==> config.mk <==
export PLATFORM = sky130hd
export DESIGN_NAME = gen_stream_arbiter_flat
export DESIGN_NICKNAME = d
export VERILOG_FILES = /design/src/rtl/gen_arb_pkg.sv /design/src/rtl/gen_stream_arbiter_if.sv /design/src/rtl/gen_stream_arbiter_rr_arbiter.sv /design/src/rtl/gen_stream_arbiter.sv /design/src/flat_wrapper.sv
export SDC_FILE = /design/constraint.sdc
export NUM_CORES = 1
export LEC_CHECK = 0
export ABC_AREA = 0
export BUFFER_PORTS_ARGS = -buffer_cell sky130_fd_sc_hd__buf_4
export CAP_MARGIN = 20
export CORE_ASPECT_RATIO = 0.7
export CORE_MARGIN = 2
export CORE_UTILIZATION = 35
export DETAILED_ROUTE_END_ITERATION = 10
export PLACE_DENSITY_LB_ADDON = 0.15
export REMOVE_ABC_BUFFERS = 1
export SLEW_MARGIN = 15
export SYNTH_ARGS = -nofsm -noshare
export SYNTH_HDL_FRONTEND = slang
export SYNTH_SLANG_ARGS = --single-unit
export TNS_END_PERCENT = 20
==> constraint.sdc <==
create_clock -name clock -period 5.65 [get_ports clock]
set_input_delay 1.13 -clock clock [delete_from_list [all_inputs] [get_ports clock]]
set_output_delay 1.13 -clock clock [all_outputs]
set_load 0.005 [all_outputs]
==> src/rtl/gen_arb_pkg.sv <==
// Shared types and width helpers for the streaming
// generator arbiter and its round-robin picker.
package gen_arb_pkg;

   typedef enum logic [1:0] {
      IDLE   = 2'd0,
      LOAD   = 2'd1,
      STREAM = 2'd2,
      CLEAR  = 2'd3
   } arb_state_t;

   // Never returns 0 so a 1-entry field still gets a bit.
   function automatic int clog2_min1(input int v);
      return (v > 1) ? $clog2(v) : 1;
   endfunction

endpackage

==> src/rtl/gen_stream_arbiter_if.sv <==
// Client-fabric and generator-core signal bundle of the
// stream arbiter; master is the arbiter's own view.
interface gen_arb_if
   import gen_arb_pkg::*;
#(
   parameter int N  = 4,
   parameter int DW = 32
);
   localparam int IW = clog2_min1(N);

   logic [N-1:0]    req;
   logic [N*DW-1:0] req_n;
   logic [N-1:0]    cl_ready;
   logic [N-1:0]    cl_valid;
   logic [N-1:0]    cl_done;
   logic [DW-1:0]   cl_data;
   logic [IW-1:0]   grant_id;
   logic            busy;
   logic            trunc;
   logic [DW-1:0]   gen_n;
   logic            gen_start;
   logic            gen_clear;
   logic            gen_ready;
   logic            gen_valid;
   logic            gen_done;
   logic [DW-1:0]   gen_out;

   modport master (
      input  req, req_n, cl_ready,
      input  gen_valid, gen_done, gen_out,
      output cl_valid, cl_done, cl_data,
      output grant_id, busy, trunc,
      output gen_n, gen_start, gen_clear, gen_ready
   );

   modport slave (
      output req, req_n, cl_ready,
      output gen_valid, gen_done, gen_out,
      input  cl_valid, cl_done, cl_data,
      input  grant_id, busy, trunc,
      input  gen_n, gen_start, gen_clear, gen_ready
   );

endinterface

==> src/rtl/gen_stream_arbiter_rr_arbiter.sv <==
// Combinational round-robin picker: lowest requesting
// index at or after the pointer wins.
module rr_arbiter #(
   parameter int N  = 4,
   parameter int IW = 2
) (
   input  logic [N-1:0]  req_i,
   input  logic [IW-1:0] ptr_i,
   output logic [IW-1:0] gnt_id_o,
   output logic          any_o
);

   logic found;
   int   j;

   assign any_o = |req_i;

   always_comb begin
      gnt_id_o = '0;
      found    = 1'b0;
      j        = 0;
      for (int k = 0; k < N; k++) begin
         j = int'(ptr_i) + k;
         if (j >= N) j = j - N;
         if (!found && req_i[j]) begin
            gnt_id_o = IW'(j);
            found    = 1'b1;
         end
      end
   end

endmodule

==> src/rtl/gen_stream_arbiter.sv <==
// Shares one streaming generator among N clients:
// round-robin grant, argument load, routed stream, re-arm.
module gen_stream_arbiter
   import gen_arb_pkg::*;
#(
   parameter int N_CLIENTS = 4,
   parameter int DATA_W    = 32,
   parameter int MAX_BEATS = 1024
) (
   input logic       clock,
   input logic       reset,
   gen_arb_if.master bus
);

   localparam int IW = clog2_min1(N_CLIENTS);
   localparam int CW = clog2_min1(MAX_BEATS + 1);
   localparam logic [IW-1:0] LAST_ID = IW'(N_CLIENTS - 1);
   localparam logic [CW-1:0] WD_LIM  = CW'(MAX_BEATS - 1);

   arb_state_t        state_q, state_d;
   logic [IW-1:0]     ptr_q, ptr_d;
   logic [IW-1:0]     gid_q, gid_d;
   logic [CW-1:0]     cnt_q, cnt_d;
   logic [DATA_W-1:0] gen_n_q, gen_n_d;
   logic              trunc_q, trunc_d;

   logic [IW-1:0]        win_id;
   logic                 win_any;
   logic                 stream;
   logic                 xfer;
   logic                 at_lim;
   logic [N_CLIENTS-1:0] own;

   rr_arbiter #(
      .N  (N_CLIENTS),
      .IW (IW)
   ) u_rr (
      .req_i    (bus.req),
      .ptr_i    (ptr_q),
      .gnt_id_o (win_id),
      .any_o    (win_any)
   );

   assign stream = (state_q == STREAM);
   assign own    = N_CLIENTS'(1) << gid_q;
   assign at_lim = (cnt_q == WD_LIM);
   assign xfer   = stream & bus.gen_valid & bus.gen_ready;

   assign gen_n_d = (state_q == LOAD)
                  ? bus.req_n[int'(gid_q)*DATA_W +: DATA_W]
                  : gen_n_q;

   assign bus.busy      = (state_q != IDLE);
   assign bus.grant_id  = gid_q;
   assign bus.trunc     = trunc_q;
   assign bus.gen_start = (state_q == LOAD);
   assign bus.gen_clear = (state_q == CLEAR);
   assign bus.gen_n     = gen_n_d;
   assign bus.gen_ready = stream & bus.cl_ready[gid_q];
   assign bus.cl_data   = stream ? bus.gen_out : '0;
   assign bus.cl_valid  = (stream & bus.gen_valid) ? own : '0;
   // Watchdog limit forces the last-beat flag on the capped beat.
   assign bus.cl_done   = (stream & bus.gen_valid &
                           (bus.gen_done | at_lim)) ? own : '0;

   always_comb begin
      state_d = state_q;
      ptr_d   = ptr_q;
      gid_d   = gid_q;
      cnt_d   = cnt_q;
      trunc_d = 1'b0;
      unique case (state_q)
         IDLE: begin
            if (win_any) begin
               gid_d   = win_id;
               ptr_d   = (win_id == LAST_ID) ? '0 : win_id + 1'b1;
               state_d = LOAD;
            end
         end
         LOAD: state_d = STREAM;
         STREAM: begin
            if (xfer) begin
               cnt_d = cnt_q + 1'b1;
               if (bus.gen_done) begin
                  state_d = CLEAR;
               end else if (at_lim) begin
                  trunc_d = 1'b1;
                  state_d = CLEAR;
               end
            end
         end
         CLEAR: begin
            cnt_d   = '0;
            state_d = IDLE;
         end
         default: state_d = IDLE;
      endcase
   end

   always_ff @(posedge clock or posedge reset) begin
      if (reset) begin
         state_q <= IDLE;
         ptr_q   <= '0;
         gid_q   <= '0;
         cnt_q   <= '0;
         gen_n_q <= '0;
         trunc_q <= 1'b0;
      end else begin
         state_q <= state_d;
         ptr_q   <= ptr_d;
         gid_q   <= gid_d;
         cnt_q   <= cnt_d;
         gen_n_q <= gen_n_d;
         trunc_q <= trunc_d;
      end
   end

endmodule
==> src/flat_wrapper.sv <==
// flat-port wrapper written by rule: the top's interface ports become plain ports
module gen_stream_arbiter_flat import gen_arb_pkg::*;
#(
   parameter int N_CLIENTS = 4,
   parameter int DATA_W    = 32,
   parameter int MAX_BEATS = 1024
)
  (clock, reset, bus_req, bus_req_n, bus_cl_ready, bus_gen_valid, bus_gen_done, bus_gen_out, bus_cl_valid, bus_cl_done, bus_cl_data, bus_grant_id, bus_busy, bus_trunc, bus_gen_n, bus_gen_start, bus_gen_clear, bus_gen_ready);
  gen_arb_if bus_i ();
  input logic clock;
  input logic reset;
  input wire logic [$bits(bus_i.req)-1:0] bus_req;
  input wire logic [$bits(bus_i.req_n)-1:0] bus_req_n;
  input wire logic [$bits(bus_i.cl_ready)-1:0] bus_cl_ready;
  input wire logic [$bits(bus_i.gen_valid)-1:0] bus_gen_valid;
  input wire logic [$bits(bus_i.gen_done)-1:0] bus_gen_done;
  input wire logic [$bits(bus_i.gen_out)-1:0] bus_gen_out;
  output wire logic [$bits(bus_i.cl_valid)-1:0] bus_cl_valid;
  output wire logic [$bits(bus_i.cl_done)-1:0] bus_cl_done;
  output wire logic [$bits(bus_i.cl_data)-1:0] bus_cl_data;
  output wire logic [$bits(bus_i.grant_id)-1:0] bus_grant_id;
  output wire logic [$bits(bus_i.busy)-1:0] bus_busy;
  output wire logic [$bits(bus_i.trunc)-1:0] bus_trunc;
  output wire logic [$bits(bus_i.gen_n)-1:0] bus_gen_n;
  output wire logic [$bits(bus_i.gen_start)-1:0] bus_gen_start;
  output wire logic [$bits(bus_i.gen_clear)-1:0] bus_gen_clear;
  output wire logic [$bits(bus_i.gen_ready)-1:0] bus_gen_ready;
  assign bus_i.req = bus_req;
  assign bus_i.req_n = bus_req_n;
  assign bus_i.cl_ready = bus_cl_ready;
  assign bus_i.gen_valid = bus_gen_valid;
  assign bus_i.gen_done = bus_gen_done;
  assign bus_i.gen_out = bus_gen_out;
  assign bus_cl_valid = bus_i.cl_valid;
  assign bus_cl_done = bus_i.cl_done;
  assign bus_cl_data = bus_i.cl_data;
  assign bus_grant_id = bus_i.grant_id;
  assign bus_busy = bus_i.busy;
  assign bus_trunc = bus_i.trunc;
  assign bus_gen_n = bus_i.gen_n;
  assign bus_gen_start = bus_i.gen_start;
  assign bus_gen_clear = bus_i.gen_clear;
  assign bus_gen_ready = bus_i.gen_ready;
  gen_stream_arbiter #(.N_CLIENTS(N_CLIENTS), .DATA_W(DATA_W), .MAX_BEATS(MAX_BEATS)) u_core (.clock(clock), .reset(reset), .bus(bus_i));
endmodule
* Word level (Yosys, flattened, before mapping)
Index checks and enable logic that the tools add are counted.
** Word-level totals
- Flip-flop bits (word level) :: 50
- Output and inout bits :: 79
- Input port bits :: 172
- Logic and storage cells :: 93
** Operators by class
- Eq/ne operators :: 8
- Shifts and indexed selects :: 2
- Magnitude comparators :: 9
- Reduce and logical (&&, ||, !) cells :: 13
- Mux-type cells :: 41
- Add/subtract/negate cells :: 9
- Bitwise logic cells :: 5
** Operator list (number)
- $mux 32 :: 6
- $lt 32x4->1 const B :: 4
- $shiftx 128x8->32 :: 1
- $pmux 11 s2 :: 1
- $mux 2 :: 9
- $mux 1 :: 16
- $sub 3x3->4 const B :: 3
- $add 11x1->11 const B :: 1
- $eq 11x10->1 const B :: 1
- $mux 11 :: 1
- $bmux 1 s2 :: 5
- $ge 3x3->1 const B :: 3
- $mux 4 :: 2
- $pmux 2 s4 :: 1
- $add 2x2->3 const B :: 2
- $eq 2x2->1 const B :: 3
- $and 1x1->1 :: 4
- $ne 2x2->1 const B :: 2
- $reduce_and 2->1 :: 2
- $reduce_bool 2->1 :: 2
- $reduce_or 4->1 :: 1
- $shl 1x2->4 const A :: 1
- $sub 2x3->4 const B :: 1
- $add 2x1->3 const B :: 1
- 10 further kinds :: 14

* Logic depth before layout (Yosys ltp)
- Depth after elaboration :: 17
- Depth in mapped cells :: 7
- Mapped depth without buffers :: 6

* Hierarchy
From an unflattened synthesis, not the netlist that was laid out.
** Second synthesis, totals
- Cell total of the unflattened synthesis :: 279
- Area, all modules :: 3377.0 µm²
** By module, submodules not included
- gen_stream_arbiter :: cells each 264, area an instance 3299.4 µm², instances 1
- rr_arbiter :: cells each 15, area an instance 77.6 µm², instances 1

* Worst setup path after synthesis
OpenSTA, ideal clock, no wires.
- Path kind :: input port to output port
- From :: input port bus_req_n[96]
- To :: output port bus_gen_n[0]
- Path buffers :: 0
- Data required time :: 4.520 ns
- Stages on the path :: 2
- Data arrival time :: 1.847 ns
- Slack :: 2.673 ns
- Cells stage by stage :: mux4_2 -> mux2_2
** On the way
- Word-level cells in the longest chain between the ends :: 2
** RTL lines
- start, declared :: RTL line flat_wrapper.sv:13 : input wire logic [$bits(bus_i.req_n)-1:0] bus_req_n;
- $shiftx 128x8->32 :: RTL line gen_stream_arbiter.sv:50 : ? bus.req_n[int'(gid_q)*DATA_W +: DATA_W]
- $mux 32 :: RTL line gen_stream_arbiter.sv:50
- end, declared :: RTL line flat_wrapper.sv:24 : output wire logic [$bits(bus_i.gen_n)-1:0] bus_gen_n;
Every way passes these cells.

* Worst setup path in the final report
- From :: register u_core.gid_q[0] (netlist: u_core.bus.grant_id[0])
- To :: output port bus_gen_n[13]
** On the way
- Word-level cells in the longest chain between the ends :: 2
** RTL lines
- start, declared :: RTL line gen_stream_arbiter.sv:22 : logic [IW-1:0] gid_q, gid_d;
- start signal, assigned :: RTL line gen_stream_arbiter.sv:111 : gid_q <= gid_d;
- $shiftx 128x8->32 :: RTL line gen_stream_arbiter.sv:50
- $mux 32 :: RTL line gen_stream_arbiter.sv:50
Every way passes these cells.

==> out/results.ini <==
[critical_path]
ff2ff_setup_slack_ns=2.62
criticalPathCategory=flop to output pin
path_max_fanout=23
r2r_cells=5
critical_path.endpoint=bus_gen_n[13]
endpoint_kind=output pin
crit_path_start=u_core.bus.grant_id[0]
critPathRequiredTime_ns=4.52
crit_path_start_kind=flop
r2r_start=u_core.bus.grant_id[0]
arrival_ns=2.52
r2r-end=u_core.cnt_q[3]

[power]
peakVddDrop_v=0.000264
power_density_nw_per_um2=458
power_leakage_nw=2.58
power_mw=2.51

[grt]
antenna_found_initial=0
grt_pass1_vias=3530
grt_pass1_wl_um=17000
grt-ovfl-total=0
grt_usage_pct=21.1
grt_start_max_net_pins=51

[clock_tree]
path_clk_slew_ns=0.07
cts_root_buffer=clkbuf_16
cts_tree=done
h-tree-depth=2
clockBufferDepth=2
cts_setup_buffers=0
cts-hold-fix-buffers=0
clkSinkCount=50
ctsResizeCount=0
cts_inserted_buffers=5
clock_latency_ns=0.30

[sta]
setup_violations=0
fin_crit_sh_pct=64.7
final.setup_skew_ns=0.00499
rsz0062_at_grt=false
hold_viol_final=0
hold_ws_ns=0.489
fin_setup_tns_ns=0
slew_violations=0
max_freq_ghz=0.274
fin_crit_ns=3.65
relSlewSlack_pct=36.8
worstMarginPinSlew_ns=0.948

[synth]
ys.flop_type=dfrtp_1
yosys_register_bits=50
synth_top_area_share_pct=37.8
synth_edf_count=0
netlist_area_um2=3310
synth_cells=277
synthArstFlopShare_pct=100
yosysTopAreaCell=dfrtp_1
synth.distinct_cells=34
ys_warn_count=0
ys_seq_area_share_pct=37.8
ys_top_cells_by_area=dfrtp_1, mux4_2, mux2_2
avgSynthCellArea_um2=11.9

[floorplanning]
row_count=29
die_area_um2=10300
io_pins=251
fp.coreArea_um2=9110
start_util_pct=36.3
die_h_um=85.3
fp.dieW_um=120

[drt]
via_count=3244
drcViolationCount=0
drt_wl_total_um=10800
wl_per_cell_um=16.8
ant_nets=0
via_per_inst=5.04
drt-pass1-iter-count=4
drt_iter0_drc=109

[min_path]
whs_path_depth=1
worstHoldPathType=flop to flop

[layout]
final_util_pct=60.3
antenna_cells=0
fin_area_um2=5490
layout-drive-gt1-share_pct=64.2
syn2layout_area_growth_pct=66.0
mostFrequentLayoutCells=buf_4, dfrtp_1, mux2_2
final_common_cell=buf_4
finalNetCount=697

[outcome]
status=complete, no violations

[placement]
place_area_um2=5290
portBuffers=250
dp_hpwl_um=8410
gp_congestion=0.832

[flow_run]
maxCapViolations=0

[critical path, stage by stage (launching register included)]
cell and delay, ns:
dfrtp_2 0.75, buf_4 0.47, mux4_2 0.56, mux2_2 0.30, buf_4 0.14
[layout make-up]
| cell class | instances | area [um2] |
|---|---|---|
| fill | 764 | 3620 |
| clock buffer | 6 | 139 |
| clock inverter | 2 | 60.1 |
| multi-input combinational | 198 | 1940 |
| timing repair buffer | 253 | 1900 |
| inverter | 11 | 41.3 |
| tap | 124 | 155 |
| sequential | 50 | 1250 |
[power breakdown]
| group | total [mW] | switching, mW | internal, mW |
|---|---|---|---|
| Clock | 0.406 | 0.140 | 0.266 |
| Combinational | 1.49 | 0.612 | 0.880 |
| Sequential | 0.616 | 0.102 | 0.513 |
| Total | 2.51 | 0.854 | 1.66 |
[sequential cells by signal, indices dropped and copies added (netlist names)]
name and flops:
u_core.ptr_q 2, u_core.gen_n_q 32, u_core.state_q 2, u_core.bus.grant_id 2, u_core.bus.trunc 1, u_core.cnt_q 11
[stage by stage]
| stage | setup WS, ns | std cells |
|---|---|---|
| 6_report | 2.00 | 644 |
| 5_1_grt | 1.72 | 644 |
| 4_1_cts | 1.91 | 644 |
| 3_5_place_dp | 2.24 | 636 |
| 3_3_place_gp | 2.28 | 636 |
| 2_1_floorplan | 2.05 | 259 |
[worst min path at each step]
stage / startpoint / to
finish: u_core.cnt_q[10] / u_core.bus.trunc
global route: u_core.gen_n_q[20] / u_core.gen_n_q[20]
CTS: u_core.cnt_q[10] / u_core.bus.trunc
detailed placement: u_core.cnt_q[10] / u_core.bus.trunc
global placement: u_core.cnt_q[10] / u_core.bus.trunc
floorplan: u_core.cnt_q[10] / u_core.bus.trunc
[logic make-up (layout without fill, tap and decap cells)]
| logic type | Yosys count | after routing | share of synthesized area [%] |
|---|---|---|---|
| DFF | 50 | 50 | 37.8 |
| AOI/OAI and AO/OA | 38 | 38 | 7.15 |
| and+or+nand+nor | 83 | 83 | 14.0 |
| buffers and inverters | 29 | 272 | 3.52 |
| muxes | 70 | 70 | 35.0 |
| xor gates and xnor gates | 1 | 1 | 0.265 |
| adders and majority gates | 6 | 6 | 2.27 |
[synth_stat cells (all sizes together), types with 2 or more instances]
cell and count:
clkbuf 7, nor2 7, mux2 36, buf 11, nand2 13, a31oi 3, ha 6, nand4 2
mux4 33, nor3 4, o21ai 8, nand2b 4, inv 11, o31ai 6, dfrtp 50, and2 35
or3 2, nand3 8, a21oi 13, or4 6
[per-layer routing]
layer	GRT usage, %	share of wire [%]	vias to the layer above
met5	0	0	-
met2	38.1	52	140
met4	6.74	1.8	0
met1	24.6	39	1563
li1	-	-	1525
met3	5.65	7.5	16
Power figures use the tool's default switching activity.
